$ cat src/rtl/ws2812b_rx.sv
// WS2812B receive-side decoder.
// Measures high-pulse widths on the synchronized serial line, assembles 24-bit
// GRB pixels MSB first, detects the reset/latch low period, and reproduces an
// LED's pass-through: the first pixel of each frame is consumed and every later
// pixel is forwarded on dout.
module ws2812b_rx #(
  parameter int T_MIN_HIGH = 15,    // shorter high pulses are glitches
  parameter int T_THRESH   = 60,    // high width at or above this is a 1
  parameter int T_MAX_HIGH = 120,   // longer high pulses are errors
  parameter int RET_CYCLES = 5000,  // continuous low cycles forming a latch
  parameter int CNT_W      = 13,    // must hold RET_CYCLES
  parameter int PIX_W      = 16
) (
  input  logic             clk,
  input  logic             reset,        // asynchronous, active low
  input  logic             din,
  output logic [23:0]      pixel_data,
  output logic             pixel_valid,
  output logic [PIX_W-1:0] pixel_index,
  output logic             latch,
  output logic [PIX_W-1:0] frame_len,
  output logic             bit_err,
  output logic             frame_err,
  output logic             dout
);

  localparam logic [CNT_W-1:0] MIN_W    = CNT_W'(T_MIN_HIGH);
  localparam logic [CNT_W-1:0] THRESH_W = CNT_W'(T_THRESH);
  localparam logic [CNT_W-1:0] MAX_W    = CNT_W'(T_MAX_HIGH);
  localparam logic [CNT_W-1:0] HIGH_SAT = CNT_W'(T_MAX_HIGH + 1);
  localparam logic [CNT_W-1:0] RET_W    = CNT_W'(RET_CYCLES);
  localparam logic [CNT_W-1:0] CNT_ONE  = CNT_W'(1);
  localparam logic [4:0]       LAST_BIT = 5'd23;
  localparam logic [PIX_W-1:0] PIX_ONE  = PIX_W'(1);
  localparam logic [PIX_W-1:0] PIX_MAX  = '1;

  // Synchronizer and edge history
  logic             sync1_q, sync1_d;
  logic             din_s_q, din_s_d;
  logic             din_prev_q, din_prev_d;
  // Pulse measurement
  logic [CNT_W-1:0] high_cnt_q, high_cnt_d;
  logic [CNT_W-1:0] low_cnt_q, low_cnt_d;
  // Pixel assembly; only 23 bits are held because the 24th arrives with the load
  logic [22:0]      shift_q, shift_d;
  logic [4:0]       bit_cnt_q, bit_cnt_d;
  logic [PIX_W-1:0] pixel_cnt_q, pixel_cnt_d;
  logic             active_q, active_d;
  logic             fwd_en_q, fwd_en_d;
  // Registered outputs
  logic [23:0]      pixel_data_q, pixel_data_d;
  logic             pixel_valid_q, pixel_valid_d;
  logic [PIX_W-1:0] pixel_index_q, pixel_index_d;
  logic             latch_q, latch_d;
  logic [PIX_W-1:0] frame_len_q, frame_len_d;
  logic             bit_err_q, bit_err_d;
  logic             frame_err_q, frame_err_d;
  logic             dout_q, dout_d;

  logic             fall;
  logic             bit_val;

  // Next-state logic: pulse measurement, bit decode, pixel assembly, latch detection
  always_comb begin
    // NOTE: every signal gets a default before any branch so no path can leave
    // it unassigned; a missing default in always_comb would infer a latch.
    sync1_d       = din;
    din_s_d       = sync1_q;
    din_prev_d    = din_s_q;
    high_cnt_d    = high_cnt_q;
    low_cnt_d     = low_cnt_q;
    shift_d       = shift_q;
    bit_cnt_d     = bit_cnt_q;
    pixel_cnt_d   = pixel_cnt_q;
    active_d      = active_q;
    fwd_en_d      = fwd_en_q;
    pixel_data_d  = pixel_data_q;
    pixel_valid_d = 1'b0;
    pixel_index_d = pixel_index_q;
    latch_d       = 1'b0;
    frame_len_d   = frame_len_q;
    bit_err_d     = 1'b0;
    frame_err_d   = 1'b0;
    dout_d        = din_s_q & fwd_en_q;

    fall    = din_prev_q & ~din_s_q;
    bit_val = (high_cnt_q >= THRESH_W);

    // High width counts while the line is high and clears once it has fallen;
    // on the falling-edge cycle it still holds the completed width.
    if (din_s_q) begin
      high_cnt_d = (high_cnt_q == HIGH_SAT) ? high_cnt_q : high_cnt_q + CNT_ONE;
    end else begin
      high_cnt_d = '0;
    end

    if (!din_s_q) begin
      low_cnt_d = (low_cnt_q == RET_W) ? low_cnt_q : low_cnt_q + CNT_ONE;
    end else begin
      low_cnt_d = '0;
    end

    // low_cnt is zero on a falling edge, so the two branches never compete.
    if (fall) begin
      if ((high_cnt_q < MIN_W) || (high_cnt_q > MAX_W)) begin
        bit_err_d = 1'b1;
      end else begin
        active_d = 1'b1;
        shift_d  = {shift_q[21:0], bit_val};
        if (bit_cnt_q == LAST_BIT) begin
          pixel_data_d  = {shift_q, bit_val};
          pixel_valid_d = 1'b1;
          pixel_index_d = pixel_cnt_q;
          pixel_cnt_d   = (pixel_cnt_q == PIX_MAX) ? pixel_cnt_q : pixel_cnt_q + PIX_ONE;
          bit_cnt_d     = '0;
          fwd_en_d      = 1'b1;
        end else begin
          bit_cnt_d = bit_cnt_q + 5'd1;
        end
      end
    end else if ((low_cnt_q == RET_W) && active_q) begin
      // Clearing the activity flag makes this fire once per low period.
      latch_d     = 1'b1;
      frame_len_d = pixel_cnt_q;
      frame_err_d = (bit_cnt_q != 5'd0);
      pixel_cnt_d = '0;
      bit_cnt_d   = '0;
      active_d    = 1'b0;
      fwd_en_d    = 1'b0;
    end
  end

  // State registers with asynchronous active-low clear
  // NOTE: sequential state uses non-blocking assignments so every flop samples
  // the pre-edge values regardless of statement order.
  always_ff @(posedge clk or negedge reset) begin
    // NOTE: every flop, including the synchronizer and the data registers,
    // is cleared so all outputs read zero for as long as reset is held.
    if (!reset) begin
      sync1_q       <= 1'b0;
      din_s_q       <= 1'b0;
      din_prev_q    <= 1'b0;
      high_cnt_q    <= '0;
      low_cnt_q     <= '0;
      shift_q       <= '0;
      bit_cnt_q     <= '0;
      pixel_cnt_q   <= '0;
      active_q      <= 1'b0;
      fwd_en_q      <= 1'b0;
      pixel_data_q  <= '0;
      pixel_valid_q <= 1'b0;
      pixel_index_q <= '0;
      latch_q       <= 1'b0;
      frame_len_q   <= '0;
      bit_err_q     <= 1'b0;
      frame_err_q   <= 1'b0;
      dout_q        <= 1'b0;
    end else begin
      sync1_q       <= sync1_d;
      din_s_q       <= din_s_d;
      din_prev_q    <= din_prev_d;
      high_cnt_q    <= high_cnt_d;
      low_cnt_q     <= low_cnt_d;
      shift_q       <= shift_d;
      bit_cnt_q     <= bit_cnt_d;
      pixel_cnt_q   <= pixel_cnt_d;
      active_q      <= active_d;
      fwd_en_q      <= fwd_en_d;
      pixel_data_q  <= pixel_data_d;
      pixel_valid_q <= pixel_valid_d;
      pixel_index_q <= pixel_index_d;
      latch_q       <= latch_d;
      frame_len_q   <= frame_len_d;
      bit_err_q     <= bit_err_d;
      frame_err_q   <= frame_err_d;
      dout_q        <= dout_d;
    end
  end

  assign pixel_data  = pixel_data_q;
  assign pixel_valid = pixel_valid_q;
  assign pixel_index = pixel_index_q;
  assign latch       = latch_q;
  assign frame_len   = frame_len_q;
  assign bit_err     = bit_err_q;
  assign frame_err   = frame_err_q;
  assign dout        = dout_q;

endmodule

$ cat config.mk
export PLATFORM = sky130hd
export DESIGN_NAME = ws2812b_rx
export DESIGN_NICKNAME = d
export VERILOG_FILES = /design/src/rtl/ws2812b_rx.sv
export SDC_FILE = /design/constraint.sdc
export NUM_CORES = 1
export LEC_CHECK = 0
export CAP_MARGIN = 15
export CORE_MARGIN = 5
export CORE_UTILIZATION = 37
export CTS_BUF_LIST = sky130_fd_sc_hd__clkbuf_2 sky130_fd_sc_hd__clkbuf_4 sky130_fd_sc_hd__clkbuf_8
export CTS_CLUSTER_SIZE = 12
export DETAILED_ROUTE_END_ITERATION = 12
export GPL_TIMING_DRIVEN = 0
export HOLD_SLACK_MARGIN = 0.1
export PLACE_DENSITY_LB_ADDON = 0.3
export SYNTH_ARGS = -nofsm -noshare
export SYNTH_HDL_FRONTEND = slang
export SYNTH_SLANG_ARGS = --single-unit
$ cat constraint.sdc
create_clock -name clk -period 6.9 [get_ports clk]
set_input_delay 1.035 -clock clk [delete_from_list [all_inputs] [get_ports clk]]
set_output_delay 1.035 -clock clk [all_outputs]
set_load 0.01 [all_outputs]
# Word-level counts from Yosys, hierarchy flattened
# Index checks and enable logic that the tools add are counted.
[word_totals]
register_bits = 136
inputBits = 3
wordCells = 77
[op_classes]
add_sub_neg = 4
magnitude_cmp = 3
eq_ne = 9
n_mux = 28
bitwise_logic = 5
reduce_logical = 10
[ops]
columns = ["operator", "n"]
rows = [
  ["$mux 16", 5],
  ["$mux 13", 4],
  ["$add 13x1->13 const B", 2],
  ["$mux 5", 4],
  ["$add 16x1->16 const B", 1],
  ["$eq 16x16->1 const B", 1],
  ["$mux 1", 15],
  ["$eq 13x13->1 const B", 1],
  ["$eq 13x7->1 const B", 1],
  ["$ge 13x6->1 const B", 1],
  ["$gt 13x7->1 const B", 1],
  ["$lt 13x4->1 const B", 1],
  ["$ne 2x2->1 const B", 4],
  ["$reduce_and 2->1", 3],
  ["$reduce_and 3->1", 2],
  ["$add 5x1->5 const B", 1],
  ["$eq 5x5->1 const B", 1],
  ["$reduce_bool 5->1", 1],
  ["$reduce_and 4->1", 1],
  ["$not 1->1", 3],
  ["$and 1x1->1", 2],
  ["$ne 2x1->1 const B", 1],
  ["$reduce_bool 2->1", 1],
  ["$logic_and 1x1->1", 1],
  ["$logic_or 1x1->1", 1],
]

# Depth between registers and ports, before layout
[logic_depth]
word_depth = 5
mapped_depth = 9

# Worst setup path after synthesis
# OpenSTA, ideal clock, no wires.
[synth_timing]
path_type = "register to register"
startpoint = "reg low_cnt_q[2]"
endpoint = "reg pixel_cnt_q[8]"
setup_ns = 0.131
arrival_ns = 2.105
t_required_ns = 6.769
slack_ns = 4.664
stages_incl_launch_ff = 7
path_buffers = 1
cell_sequence = "dfrtp_1 or4b_4 nor4_4 nand3_4 a221oi_4 buf_6 a31oi_1"
[synth_between]
elab_chain_cells = 4
[synth_rtl]
columns = ["item", "line", "source"]
rows = [
  ["start, declared", "43", "logic [CNT_W-1:0] low_cnt_q, low_cnt_d;"],
  ["start signal, assigned", "163", "low_cnt_q <= low_cnt_d;"],
  ["$eq 13x13->1", "121", "end else if ((low_cnt_q == RET_W) && active_q) begin"],
  ["$logic_and 1x1->1", "121", ""],
  ["$reduce_bool 2->1 (no line)", "--", ""],
  ["$reduce_and 4->1 (no line)", "--", ""],
  ["end signal, assigned", "166", "pixel_cnt_q <= pixel_cnt_d;"],
  ["end, declared", "47", "logic [PIX_W-1:0] pixel_cnt_q, pixel_cnt_d;"],
]
# No other way between the ends.
# A chain may end at the register's enable or synchronous reset.

# Worst setup path after layout
[layout_timing]
startpoint = "reg din_s_q (netlist: din_prev_d)"
endpoint = "reg pixel_data_q[21] (netlist: pixel_data[21])"
[layout_between]
elab_chain_cells = 3
[layout_rtl]
columns = ["item", "line", "source"]
rows = [
  ["start, declared", "39", "logic din_s_q, din_s_d;"],
  ["start signal, assigned", "160", "din_s_q <= din_s_d;"],
  ["$not 1->1", "86", "fall = din_prev_q & ~din_s_q;"],
  ["$and 1x1->1", "86", ""],
  ["$reduce_and 3->1 (no line)", "--", ""],
  ["end signal, assigned", "169", "pixel_data_q <= pixel_data_d;"],
  ["end, declared", "51", "logic [23:0] pixel_data_q, pixel_data_d;"],
]
# No other way between the ends.

==> reports/results.ini <==
[outcome]
status=complete, no violations

[logic_synthesis]
synth-main-ff-cell=dfrtp_1
async_reset_ff_share_pct=100
yosys.area.top_type=dfrtp_1
ys_seq_elements=136
synth_area_sq_mm=0.00591
synth_cells=549
synth_edf_count=0
ys_top_cells_by_area=dfrtp_1 58%, nand2_1 8.0%, mux2_2 7.8%
synth_seq_area_share_pct=57.6
yosysMostFrequentCell=dfrtp_1
synthDominantCellAreaShare_pct=57.6
ys_types=53
synth_common_cells=136 x dfrtp_1, 126 x nand2_1, 41 x mux2_2, 25 x nor2_1
yosysWarnings=0
syn_avg_cell_area_sq_um=10.8
syn_nets=560

[layout]
fin_area_sq_mm=0.00723
nets=643
multi_input_area_sq_mm=0.00232
area_delta_synth_final_pct=22.3
layout.cells.non_filler=861
register_area_sq_mm=0.00340
fill_cells=1485
n_antenna_cell=0
drive_gt1_share_pct=14.7

[grt]
met1_usage_pct=17.9
use_met2_pct=24.5
antenna_found_initial=0
grt_pass1_wl_um=21500
gr-total-overflow=0
grt_pass1_vias=4320
grtUsageTotal_pct=14.5
busiest_layer=met2
grt_max_degree=88
use_met3_pct=3.89

[sta]
setup_viol=0
skew_ps=12.1
fin_crit_sh_pct=39.2
grt_setup_unrepaired=false
worst_pin_slew_ps=871
final_max_slew_viol_count=0
hold_ws_ps=352
setup_tns_ps=0
period_minus_slack_ps=2700
slew_headroom_pct=41.4
max_freq_mhz=370
hold_violations=0

[placed_design]
place_inst=829
place_area_sq_mm=0.00684
gp_congestion=0.826
port_buffers=63
hpwl_um=8670

[floorplanning]
rows=46
dieArea_sq_mm=0.0186
ioPinCount=64
initial_core_util_pct=37.5
core_area_sq_mm=0.0158
die_h_um=136
die_w_um=136

[cts]
cts_root_buf=clkbuf_8
cts.sinks=136
cts_buffers=17
postCtsSetupRepairBufs=0
cts_resized=0
clk_pin_slew_worst_paths_ps=80
postCtsHoldBufs=0
clock_latency_ps=430
htreeDepth=4
cts_tree=built
cts.path.max_buffers=2

[detailed_routing]
drc=0
wl_um=12500
avgRoutedWirePerCell_um=14.5
drt_pass1_iterations=5
ant_nets=0
vias_per_cell=4.85
vias=4173
drt-initial-drc-count=301

[run]
maxCapViolations=0

[worst_setup_path]
r2r-start=din_prev_d
worstSetupPathType=reg -> reg
startpoint=din_prev_d
critical_path_required_ps=7220
critPathMaxFanout=10
crit_arrival_ps=3020
end_kind=flop
startpoint_type=flop

[power]
irDropWorstVdd_mv=0.123
power_leakage_nw=3.35
pwr_density_cell_mw_per_mm2=206

[hold_path]
hp-class=reg -> reg
hold_start=din_s_d

cell usage in the layout (no fill, tap or decap), drive strengths merged, types with 2 or more instances in the layout:
cell type	instances
nand4	8
dfrtp	136
and4	5
buf	16
or4	2
nor2b	4
ha	8
mux2i	3
nor4	4
nor3	9
a21oi	9
nand3	20
clkdlybuf4s50	62
nand2	126
nor3b	2
nand2b	4
mux2	41
o21bai	2
or3	4
clkinv	6
nor2	25
and2	12
inv	19
a311o	2
a31oi	16
clkbuf	31
o21ai	16
bufinv	2
clkinvlp	4
or4b	2
xnor2	15
xor2	6
and3	8
cells by family after synthesis:
family                     count (synthesis)  synth area share, %
adders and majority gates                  8                 1.69
AOI/OAI and AO/OA                         58                 6.61
muxes                                     44                 8.32
DFF                                      136                 57.6
buffers and inverters                     44                 3.15
xor gates and xnor gates                  21                 3.11
and+or+nand+nor                          238                 19.5
final timing paths:
path,end,slack (ps),depth (start not counted)
setup / recovery,pixel_data[21],4200,6
hold / removal,din_prev_d,350,0
setup reg to reg,pixel_data[21],4200,6
hold reg to reg,din_prev_d,350,0
max in group asynchronous,fwd_en_q,5590,2
min in group asynchronous,pixel_data[9],530,1
worst max-delay path, stage by stage, from the launching register on:
cell and delay, ps:
dfrtp_1 400, clkbuf_1 220, nor2b_1 490, nand2_1 120, nor3_2 550, buf_2 420, mux2_2 380
per-layer routing:
layer	vias up	share of wire (%)
met5	-	0
met4	0	1.1
met3	11	3.4
met2	60	50
met1	2063	45
li1	2039	-
power by group:
group          total, mW  internal (mW)  switching, mW
logic             0.0386         0.0103         0.0282
clock network      0.643          0.337          0.306
registers          0.805          0.800        0.00452
total               1.49           1.15          0.339
area by class of cell:
type / instances / share of cell area (%)
Timing Repair Buffer: 64 / 9.12
Tap cell: 216 / 3.74
Multi-Input combinational cell: 369 / 32.1
Sequential cell: 136 / 47.1
Clock buffer: 20 / 3.63
Buffer: 25 / 1.59
Clock inverter: 12 / 1.77
Inverter: 19 / 0.987
state kept, by name, indices dropped and copies added (netlist names):
name / count
active_q: 1
bit_cnt_q: 5
bit_err: 1
din_prev_d: 1
din_prev_q: 1
din_s_d: 1
dout: 1
frame_err: 1
frame_len: 16
fwd_en_q: 1
high_cnt_q: 13
latch: 1
low_cnt_q: 13
pixel_cnt_q: 16
pixel_data: 24
pixel_index: 16
pixel_valid: 1
shift_q: 23
metrics by stage:
step / util, % / power (mW) / setup slack [ps]
after floorplan: - / 0.835 / 4660
after global placement: 43.2 / 0.858 / -513
after detailed placement: 43.4 / 0.861 / 4140
after CTS: 45.8 / 1.51 / 4140
after global routing: 45.8 / 1.55 / 3960
final: 45.8 / 1.49 / 4200
No activity file was read; power rests on OpenSTA's default activity.
